## src/rtl/galaga_pixel_compositor.sv

```systemverilog
// Two-stage pixel compositor: per-frame object snapshot, box hit tests, colour priority
// and per-frame collision accumulation published on the frame_end marker.
module galaga_pixel_compositor #(
   parameter int N_ENEMY   = 15,
   parameter int N_EBULLET = 31,
   parameter int N_PBULLET = 15,
   parameter int X_W       = 10,
   parameter int Y_W       = 9,
   parameter int ENEMY_W   = 36,
   parameter int ENEMY_H   = 24,
   parameter int PLAYER_W  = 24,
   parameter int PLAYER_H  = 36,
   parameter int BULLET_W  = 4,
   parameter int BULLET_H  = 16,
   parameter int PLAYER_Y  = 280
) (
   input  logic                           clk,
   input  logic                           reset,
   input  logic                           pix_valid_in,
   input  logic [X_W-1:0]                 n_PixelPos_x,
   input  logic [Y_W-1:0]                 n_PixelPos_y,
   input  logic                           frame_end,
   input  logic [N_ENEMY-1:0]             enemyState,
   input  logic [N_ENEMY*(X_W+Y_W)-1:0]   enemyPosition,
   input  logic [N_EBULLET-1:0]           enemyBulletState,
   input  logic [N_EBULLET*(X_W+Y_W)-1:0] enemyBulletPosition,
   input  logic                           playerState,
   input  logic [X_W-1:0]                 playerPosition,
   input  logic [N_PBULLET-1:0]           playerBulletState,
   input  logic [N_PBULLET*(X_W+Y_W)-1:0] playerBulletPosition,
   output logic                           pix_valid_out,
   output logic [2:0]                     pixelState,
   output logic                           coll_valid,
   output logic [N_ENEMY-1:0]             enemy_hit,
   output logic [N_PBULLET-1:0]           pbullet_hit,
   output logic                           player_hit
);

   localparam int E = X_W + Y_W;

   localparam logic [X_W:0]   ENEMY_WX  = ENEMY_W[X_W:0];
   localparam logic [Y_W:0]   ENEMY_HY  = ENEMY_H[Y_W:0];
   localparam logic [X_W:0]   PLAYER_WX = PLAYER_W[X_W:0];
   localparam logic [Y_W:0]   PLAYER_HY = PLAYER_H[Y_W:0];
   localparam logic [X_W:0]   BULLET_WX = BULLET_W[X_W:0];
   localparam logic [Y_W:0]   BULLET_HY = BULLET_H[Y_W:0];
   localparam logic [Y_W-1:0] PLAYER_YV = PLAYER_Y[Y_W-1:0];

   // One extra bit on the far edge so boxes near the right/bottom border never wrap.
   function automatic logic hitBox(
      input logic           act,
      input logic [X_W-1:0] px,
      input logic [Y_W-1:0] py,
      input logic [X_W-1:0] ox,
      input logic [Y_W-1:0] oy,
      input logic [X_W:0]   w,
      input logic [Y_W:0]   h
   );
      logic [X_W:0] pxE, oxE;
      logic [Y_W:0] pyE, oyE;
      pxE = {1'b0, px};
      oxE = {1'b0, ox};
      pyE = {1'b0, py};
      oyE = {1'b0, oy};
      return act && (pxE >= oxE) && (pxE < oxE + w) && (pyE >= oyE) && (pyE < oyE + h);
   endfunction

   function automatic logic [2:0] priorityColour(
      input logic en,
      input logic eb,
      input logic pl,
      input logic pb
   );
      if (en)      return 3'd4;
      else if (eb) return 3'd3;
      else if (pl) return 3'd1;
      else if (pb) return 3'd2;
      return 3'd0;
   endfunction

   logic [N_ENEMY-1:0]             enemyStateSh;
   logic [N_ENEMY*E-1:0]           enemyPosSh;
   logic [N_EBULLET-1:0]           ebStateSh;
   logic [N_EBULLET*E-1:0]         ebPosSh;
   logic                           playerStateSh;
   logic [X_W-1:0]                 playerPosSh;
   logic [N_PBULLET-1:0]           pbStateSh;
   logic [N_PBULLET*E-1:0]         pbPosSh;

   always_ff @(posedge clk) begin
      if (reset) begin
         enemyStateSh  <= '0;
         ebStateSh     <= '0;
         playerStateSh <= 1'b0;
         pbStateSh     <= '0;
      end else if (frame_end) begin
         enemyStateSh  <= enemyState;
         ebStateSh     <= enemyBulletState;
         playerStateSh <= playerState;
         pbStateSh     <= playerBulletState;
      end
   end

   always_ff @(posedge clk) begin
      if (frame_end) begin
         enemyPosSh  <= enemyPosition;
         ebPosSh     <= enemyBulletPosition;
         playerPosSh <= playerPosition;
         pbPosSh     <= playerBulletPosition;
      end
   end

   // Stage 1: hit tests against the shadow copies
   logic [N_ENEMY-1:0]   hitEnemy;
   logic [N_EBULLET-1:0] hitEb;
   logic [N_PBULLET-1:0] hitPb;
   logic                 hitPlayer;

   always_comb begin
      hitEnemy = '0;
      hitEb    = '0;
      hitPb    = '0;
      for (int i = 0; i < N_ENEMY; i++)
         hitEnemy[i] = hitBox(enemyStateSh[i], n_PixelPos_x, n_PixelPos_y,
                              enemyPosSh[i*E +: X_W], enemyPosSh[i*E+X_W +: Y_W],
                              ENEMY_WX, ENEMY_HY);
      for (int i = 0; i < N_EBULLET; i++)
         hitEb[i] = hitBox(ebStateSh[i], n_PixelPos_x, n_PixelPos_y,
                           ebPosSh[i*E +: X_W], ebPosSh[i*E+X_W +: Y_W],
                           BULLET_WX, BULLET_HY);
      for (int i = 0; i < N_PBULLET; i++)
         hitPb[i] = hitBox(pbStateSh[i], n_PixelPos_x, n_PixelPos_y,
                           pbPosSh[i*E +: X_W], pbPosSh[i*E+X_W +: Y_W],
                           BULLET_WX, BULLET_HY);
      hitPlayer = hitBox(playerStateSh, n_PixelPos_x, n_PixelPos_y,
                         playerPosSh, PLAYER_YV, PLAYER_WX, PLAYER_HY);
   end

   logic                 vld_p1;
   logic                 frm_p1;
   logic [N_ENEMY-1:0]   hitEnemy_p1;
   logic [N_EBULLET-1:0] hitEb_p1;
   logic [N_PBULLET-1:0] hitPb_p1;
   logic                 hitPlayer_p1;

   always_ff @(posedge clk) begin
      if (reset) begin
         vld_p1 <= 1'b0;
         frm_p1 <= 1'b0;
      end else begin
         vld_p1 <= pix_valid_in;
         frm_p1 <= frame_end;
      end
   end

   always_ff @(posedge clk) begin
      hitEnemy_p1  <= hitEnemy;
      hitEb_p1     <= hitEb;
      hitPb_p1     <= hitPb;
      hitPlayer_p1 <= hitPlayer;
   end

   // Stage 2: colour priority, collision accumulation and frame publish
   logic                 anyEnemy, anyEb, anyPb;
   logic [N_ENEMY-1:0]   enemyAcc_p2, enemyAccNext;
   logic [N_PBULLET-1:0] pbAcc_p2, pbAccNext;
   logic                 playerAcc_p2, playerAccNext;

   always_comb begin
      anyEnemy      = |hitEnemy_p1;
      anyEb         = |hitEb_p1;
      anyPb         = |hitPb_p1;
      enemyAccNext  = enemyAcc_p2 | ({N_ENEMY{vld_p1 & anyPb}} & hitEnemy_p1);
      pbAccNext     = pbAcc_p2 | ({N_PBULLET{vld_p1 & anyEnemy}} & hitPb_p1);
      playerAccNext = playerAcc_p2 | (vld_p1 & hitPlayer_p1 & (anyEnemy | anyEb));
   end

   always_ff @(posedge clk) begin
      if (reset) begin
         pix_valid_out <= 1'b0;
         pixelState    <= 3'd0;
         coll_valid    <= 1'b0;
         enemy_hit     <= '0;
         pbullet_hit   <= '0;
         player_hit    <= 1'b0;
         enemyAcc_p2   <= '0;
         pbAcc_p2      <= '0;
         playerAcc_p2  <= 1'b0;
      end else begin
         pix_valid_out <= vld_p1;
         pixelState    <= vld_p1 ? priorityColour(anyEnemy, anyEb, hitPlayer_p1, anyPb) : 3'd0;
         coll_valid    <= frm_p1;
         if (frm_p1) begin
            enemy_hit    <= enemyAccNext;
            pbullet_hit  <= pbAccNext;
            player_hit   <= playerAccNext;
            enemyAcc_p2  <= '0;
            pbAcc_p2     <= '0;
            playerAcc_p2 <= 1'b0;
         end else begin
            enemyAcc_p2  <= enemyAccNext;
            pbAcc_p2     <= pbAccNext;
            playerAcc_p2 <= playerAccNext;
         end
      end
   end

endmodule

```

## config.mk

```make
export PLATFORM = sky130hd
export DESIGN_NAME = galaga_pixel_compositor
export DESIGN_NICKNAME = d
export VERILOG_FILES = /design/src/rtl/galaga_pixel_compositor.sv
export SDC_FILE = /design/constraint.sdc
export NUM_CORES = 2
export LEC_CHECK = 0
export BUFFER_PORTS_ARGS = -buffer_cell sky130_fd_sc_hd__buf_2
export CELL_PAD_IN_SITES_DETAIL_PLACEMENT = 0
export CELL_PAD_IN_SITES_GLOBAL_PLACEMENT = 1
export CORE_ASPECT_RATIO = 0.6
export CORE_MARGIN = 4
export CORE_UTILIZATION = 42
export DETAILED_ROUTE_END_ITERATION = 7
export PLACE_DENSITY = 0.83
export RECOVER_POWER = 25
export SLEW_MARGIN = 20
export SYNTH_ARGS = -nofsm -noshare
export SYNTH_HDL_FRONTEND = slang
export SYNTH_SLANG_ARGS = --single-unit
```

## constraint.sdc

```tcl
create_clock -name clk -period 2.8 [get_ports clk]
set_input_delay 0.14 -clock clk [delete_from_list [all_inputs] [get_ports clk]]
set_output_delay 0.14 -clock clk [all_outputs]
set_load 0.05 [all_outputs]
```

# Word level (Yosys, flattened, before mapping)
# Cells that the tools add are included.
[totals] output_inout_bits=36 inputBits=1254 word_cells=670 regBits=1362
[op_classes] add_sub_neg=123 n_lt_le_gt_ge=248 reduce_logical=254 bitwise=12 mux=9
[ops] operator="less-than comparator 10 x 11 -> 1 bit" count=62
[ops] operator="greater-or-equal comparator 10 bit" count=62
[ops] operator="adder 9 x 5 -> 10 bit (second input constant)" count=61
[ops] operator="less-than comparator 9 x 10 -> 1 bit" count=61
[ops] operator="greater-or-equal comparator 9 bit" count=61
[ops] operator="adder 10 x 3 -> 11 bit (second input constant)" count=46
[ops] operator="logical AND 1 bit" count=248
[ops] operator="adder 10 x 6 -> 11 bit (second input constant)" count=15
[ops] operator="OR reduction 31 bit" count=1
[ops] operator="bitwise AND 15 bit" count=2
[ops] operator="bitwise OR 15 bit" count=2
[ops] operator="OR reduction 15 bit" count=2
[ops] operator="OR reduction 18 bit" count=1
[ops] operator="2-to-1 mux 3 bit" count=4
[ops] operator="adder 10 x 5 -> 11 bit (second input constant)" count=1
[ops] operator="greater-or-equal comparator 9 bit (second input constant)" count=1
[ops] operator="less-than comparator 9 bit (second input constant)" count=1
[ops] operator="2-to-1 mux 1 bit" count=5
[ops] operator="bitwise AND 1 bit" count=4
[ops] operator="OR reduction 3 bit" count=1
[ops] operator="NOT 1 bit" count=2
[ops] operator="bitwise OR 1 bit" count=2
[ops] operator="OR reduction 2 bit" count=1

# Depth between registers and ports, before layout
[logic_depth] depth_word=8 ltp_mapped=11 mapped_depth_nobuf=11

# Worst setup path after synthesis
# No wires, ideal clock.
[synth_timing] path_kind="input to register" start="input n_PixelPos_x[0]" end="register hitEnemy_p1[3]" path_stages=8 setup_time_ps=132 arrival_time_ps=2825 required_time_ps=2668 setup_slack_ps=-156 path_buffers=0 cell_sequence="inv_1 > ha_1 > nand2b_1 > a21o_1 > a2111oi_0 > nor3_1 > a2111oi_0 > nor4_1"
[synth_via] elab_chain_cells=5 elab_cells_between_ends=6 classes_between="order compare: 2; reduce/logical: 4"
[synth_rtl] item="from (decl)" line="20" rtl="input logic [X_W-1:0] n_PixelPos_x,"
[synth_rtl] item="greater-or-equal comparator 10 bit" line="65" rtl="return act && (pxE >= oxE) && (pxE < oxE + w) && (pyE >= oyE) && (pyE < oyE + h);"
[synth_rtl] item="logical AND 1 bit" line="65"
[synth_rtl] item="logical AND 1 bit * (3 in a row)" line="65"
[synth_rtl] item="via hitEnemy[3]" line="114" rtl="logic [N_ENEMY-1:0] hitEnemy;"
[synth_rtl] item="to (signal assigned)" line="157" rtl="hitEnemy_p1 <= hitEnemy;"
[synth_rtl] item="to (decl)" line="141" rtl="logic [N_ENEMY-1:0] hitEnemy_p1;"
# Mark *: on every way through the listed nets, which the timed path passes. The rest lies on a longest branch.
# A chain may end at the register's enable or synchronous reset.

# Worst setup path in the final report
[layout_timing] start="register ebPosSh[251]" end="register hitEb_p1[13]"
[layout_via] elab_chain_cells=5 elab_cells_between_ends=7 classes_between="add/sub: 1; order compare: 2; reduce/logical: 4"
[layout_rtl] item="from (decl)" line="84" rtl="logic [N_EBULLET*E-1:0] ebPosSh;"
[layout_rtl] item="from (signal assigned)" line="107" rtl="ebPosSh <= enemyBulletPosition;"
[layout_rtl] item="adder 10 x 3 -> 11 bit or greater-or-equal comparator 10 bit (tied branches)" line="65"
[layout_rtl] item="less-than comparator 10 x 11 -> 1 bit or logical AND 1 bit (tied branches)" line="65"
[layout_rtl] item="logical AND 1 bit * (3 in a row)" line="65"
[layout_rtl] item="via hitEb[13]" line="115" rtl="logic [N_EBULLET-1:0] hitEb;"
[layout_rtl] item="to (signal assigned)" line="158" rtl="hitEb_p1 <= hitEb;"
[layout_rtl] item="to (decl)" line="142" rtl="logic [N_EBULLET-1:0] hitEb_p1;"
# Marks and branches as above.

==> metrics <==
run status=finished, final reports clean; leading cell type in the layout, fill and taps excluded=ha_1; Critical Path Sink Type=flop; timing-limited maximum frequency=about 370 MHz; weighted congestion reported at the end of routability-driven placement=0.970; CTS tree=built; Metal-1 WL=160 mm; detailed-route DRC error count=0; cell area reported after detailed placement=about 110,000 um2; total buffers and inverters traversed by the critical path=0; clock latency reported for the late side of the worst-skew pair=0.85 ns; Seq/Total Area, Yosys=0.399; slowest stage delay, CP=~0.55 ns; via count normalized by instance count=5.70; number of instances in the placed design=~14,000; setup-violating endpoint count in the final report=0; DR top layer=met5; wire length reported by the detailed router=419 mm; number of DRC violations after detailed-routing iteration 0=approximately 9,000; count of unique library cells instantiated by Yosys=77; Post-Layout Inst Area=~140,000 um2; number of top-level design ports=1,290; largest driver fanout on the critical path=5; worst supply voltage drop on vdd=between 0.6 and 0.7 mV; Final period util=0.976; power per cell area=~480 nW/um2; number of detailed-route iterations in the first pass=6; cell row count=roughly 140; placeable core area=between 200,000 and 250,000 um2; max-cap violation count=0; detail-routed net length per standard cell=approximately 26 um; Final Max Tran Viols=0; number of enable flip-flop cells after synthesis=roughly 1,200; Worst-path clk slew=roughly 0.080 ns; Antenna Nets Post-Route=0; worst setup skew after layout=0.0586 ns; Ys Warns=0; met3 wire len=37.6 mm; most frequent cells in the layout=ha_1 (2,106), dlygate4sd3_1 (1,986), inv_1 (1,241); most frequently used flop master after synthesis=edfxtp_1; Port Buffers=roughly 1,300; count of endpoints failing hold in the final timing report=0; Initial Util=0.424; metal2 WL=roughly 180 mm; Critical Path Start Type=flop; instance count of the mapped netlist=about 9,100; Power Total=65.0 mW; final critical path time including I/O delays and setup=roughly 2.7 ns; total of flip-flops plus latches after synthesis=around 1,400; number of buffers on the longest clock path=4; Required @ worst endpoint=about 3.5 ns; clk root buf=clkbuf_16; Num CTS Buffers=153; Detailed Place HPWL=292 mm; Cell Count, Final, Fillers Out=between 15,000 and 20,000; netlist area before placement=97,600 um2; Slowest cell on crit path=edfxtp_1; total die area=about 240,000 um2; initial antenna violation count=roughly 100; number of nets in the finished design=about 16,000; wire length of the first global-routing pass=slightly above 600 mm; maximum number of pins on one net before global-route repair=94; aggregate global-route resource usage=0.337; arrival time of data at the critical path endpoint=~3.5 ns; Leak=a little over 60 nW; Worst Tran Pin Value=0.871 ns; Min-Delay Path Class=in2reg; type of the worst setup path=reg2reg; Crit path top cell by count=nand3_1; normalized max-slew margin=0.419; critical path's top delay family=simple AND/OR/NAND/NOR gates; Synth Area per Inst=approximately 11 um2; width of the die=roughly 630 um; Sinks on Clock Net=~1,400; H-tree Lvls=4; post-synth net total=12,500; vias post-DR=between 90,000 and 100k; chain of cells forming the critical path=nand3_1 > nor3_2 > nand3_1 > xnor2_2 > ha_1 > a21oi_1 > o221ai_1 > or4_1 > nor4_2; Die Y=381 um; async set or reset register ratio after synthesis=0; Overflow after GRT=0; area grow syn2layout=40.0%; vias in the first global route=between 90,000 and 100k; share of layout cells above drive strength 1=0.126
## repair_timing
action                                  CTS  global route
gates cloned                              0             0
endpoints found under the hold margin  1281             0
hold buffers                           1986             0
gates resized for setup                   6            34
setup endpoints to repair                 7            18
buffers inserted                          0             1
pin swaps                                 0             1
## state kept, by name (all words and copies together) (netlist names), 3 cells and up
signal / cells
pbAcc_p2: 15
pixelState: 3
hitEb_p1: 31
hitPb_p1: 15
pbPosSh: 285
ebStateSh: 31
ebPosSh: 589
enemyStateSh: 15
hitEnemy_p1: 15
enemyPosSh: 285
pbStateSh: 15
enemyAcc_p2: 15
playerPosSh: 10
enemy_hit: 15
pbullet_hit: 15
## layout make-up
cell class	instances	area (um2)
diodes	77	193
clock buffers	184	4110
clock inverters	87	1050
fillers	18100	93500
inverters	1292	4860
multi-input cells	6413	53800
flip-flops and latches	1362	39000
well taps	3105	3880
repair buffers	3644	29700
## power breakdown
part           internal, mW  switching [mW]  total (mW)
clock                  12.4            9.66        22.1
sequential             23.7            1.46        25.2
combinational          8.32            9.41        17.7
total                  44.5            20.5        65.0
## cell usage after synthesis, types with 10 or more instances
cell | n | area share
a211oi_1 | 131 | 0.010
nand3_1 | 391 | 0.020
a2111oi_0 | 72 | 0.0065
mux2i_1 | 62 | 0.0064
a31oi_1 | 86 | 0.0055
o221ai_1 | 41 | 0.0037
a2111o_1 | 12 | 0.0014
a21oi_1 | 544 | 0.028
nand4_1 | 104 | 0.0067
nand3b_1 | 25 | 0.0019
o21ai_1 | 67 | 0.0034
xnor2_1 | 553 | 0.050
nor2b_1 | 93 | 0.0060
nor3_1 | 187 | 0.0096
o311a_1 | 10 | 0.0010
o2111ai_1 | 66 | 0.0059
o21a_1 | 173 | 0.013
or3_1 | 19 | 0.0012
o22ai_1 | 26 | 0.0017
nor2_1 | 287 | 0.011
a221o_1 | 16 | 0.0016
a211o_1 | 25 | 0.0022
and4_1 | 18 | 0.0016
o311ai_1 | 16 | 0.0014
clkbuf_1 | 24 | 0.00092
dfxtp_1 | 193 | 0.040
and3_1 | 25 | 0.0016
a32oi_1 | 13 | 0.0012
inv_1 | 1243 | 0.048
a22oi_1 | 14 | 0.0011
o21ai_0 | 357 | 0.018
a22o_1 | 11 | 0.00099
ha_1 | 2107 | 0.27
o31a_1 | 12 | 0.0011
a221oi_1 | 19 | 0.0017
nand2b_1 | 149 | 0.0096
edfxtp_1 | 1169 | 0.36
a21o_1 | 160 | 0.012
nor4b_1 | 16 | 0.0014
o31ai_1 | 22 | 0.0017
inv_2 | 48 | 0.0018
nor4_1 | 84 | 0.0054
xor2_1 | 16 | 0.0014
o211ai_1 | 57 | 0.0044
nand2_1 | 243 | 0.0093
## cells by family after synthesis
group / share of synthesized area
AOI/OAI and AO/OA: 0.134
xor gates and xnor gates: 0.0511
adders and majority gates: 0.270
buffers and inverters: 0.0511
DFF: 0.399
muxes: 0.00636
and+or+nand+nor: 0.0875
## metal layers
layer	track usage	vias up
met3	0.0783	1801
li1	-	41400
met1	0.407	43600
met5	0.000992	-
met4	0.258	16
met2	0.523	5418
## stage by stage
step | util | TNS, ns | hold WS (ns) | setup slack [ns]
after floorplan | - | 0 | 0.239 | 0.136
after global placement | 0.485 | -1.78 | 0.317 | -0.632
after detailed placement | 0.485 | -0.727 | 0.318 | -0.483
after CTS | 0.594 | 0 | 0.0000183 | 0.000144
after global routing | 0.593 | -0.0637 | 0.00536 | -0.0621
final | 0.594 | 0 | 0.0716 | 0.0676
## worst paths after layout
kind | start | endpoint | slack [ns] | depth (start not counted)
worst max-delay path | ebPosSh[251] | hitEb_p1[13] | 0.07 | 9
worst min-delay path | enemyBulletPosition[453] | ebPosSh[453] | 0.07 | 2
worst max register to register | ebPosSh[251] | hitEb_p1[13] | 0.07 | 9
worst min register to register | playerAcc_p2 | playerAcc_p2 | 0.46 | 2
(Power assumes the default switching activity.)
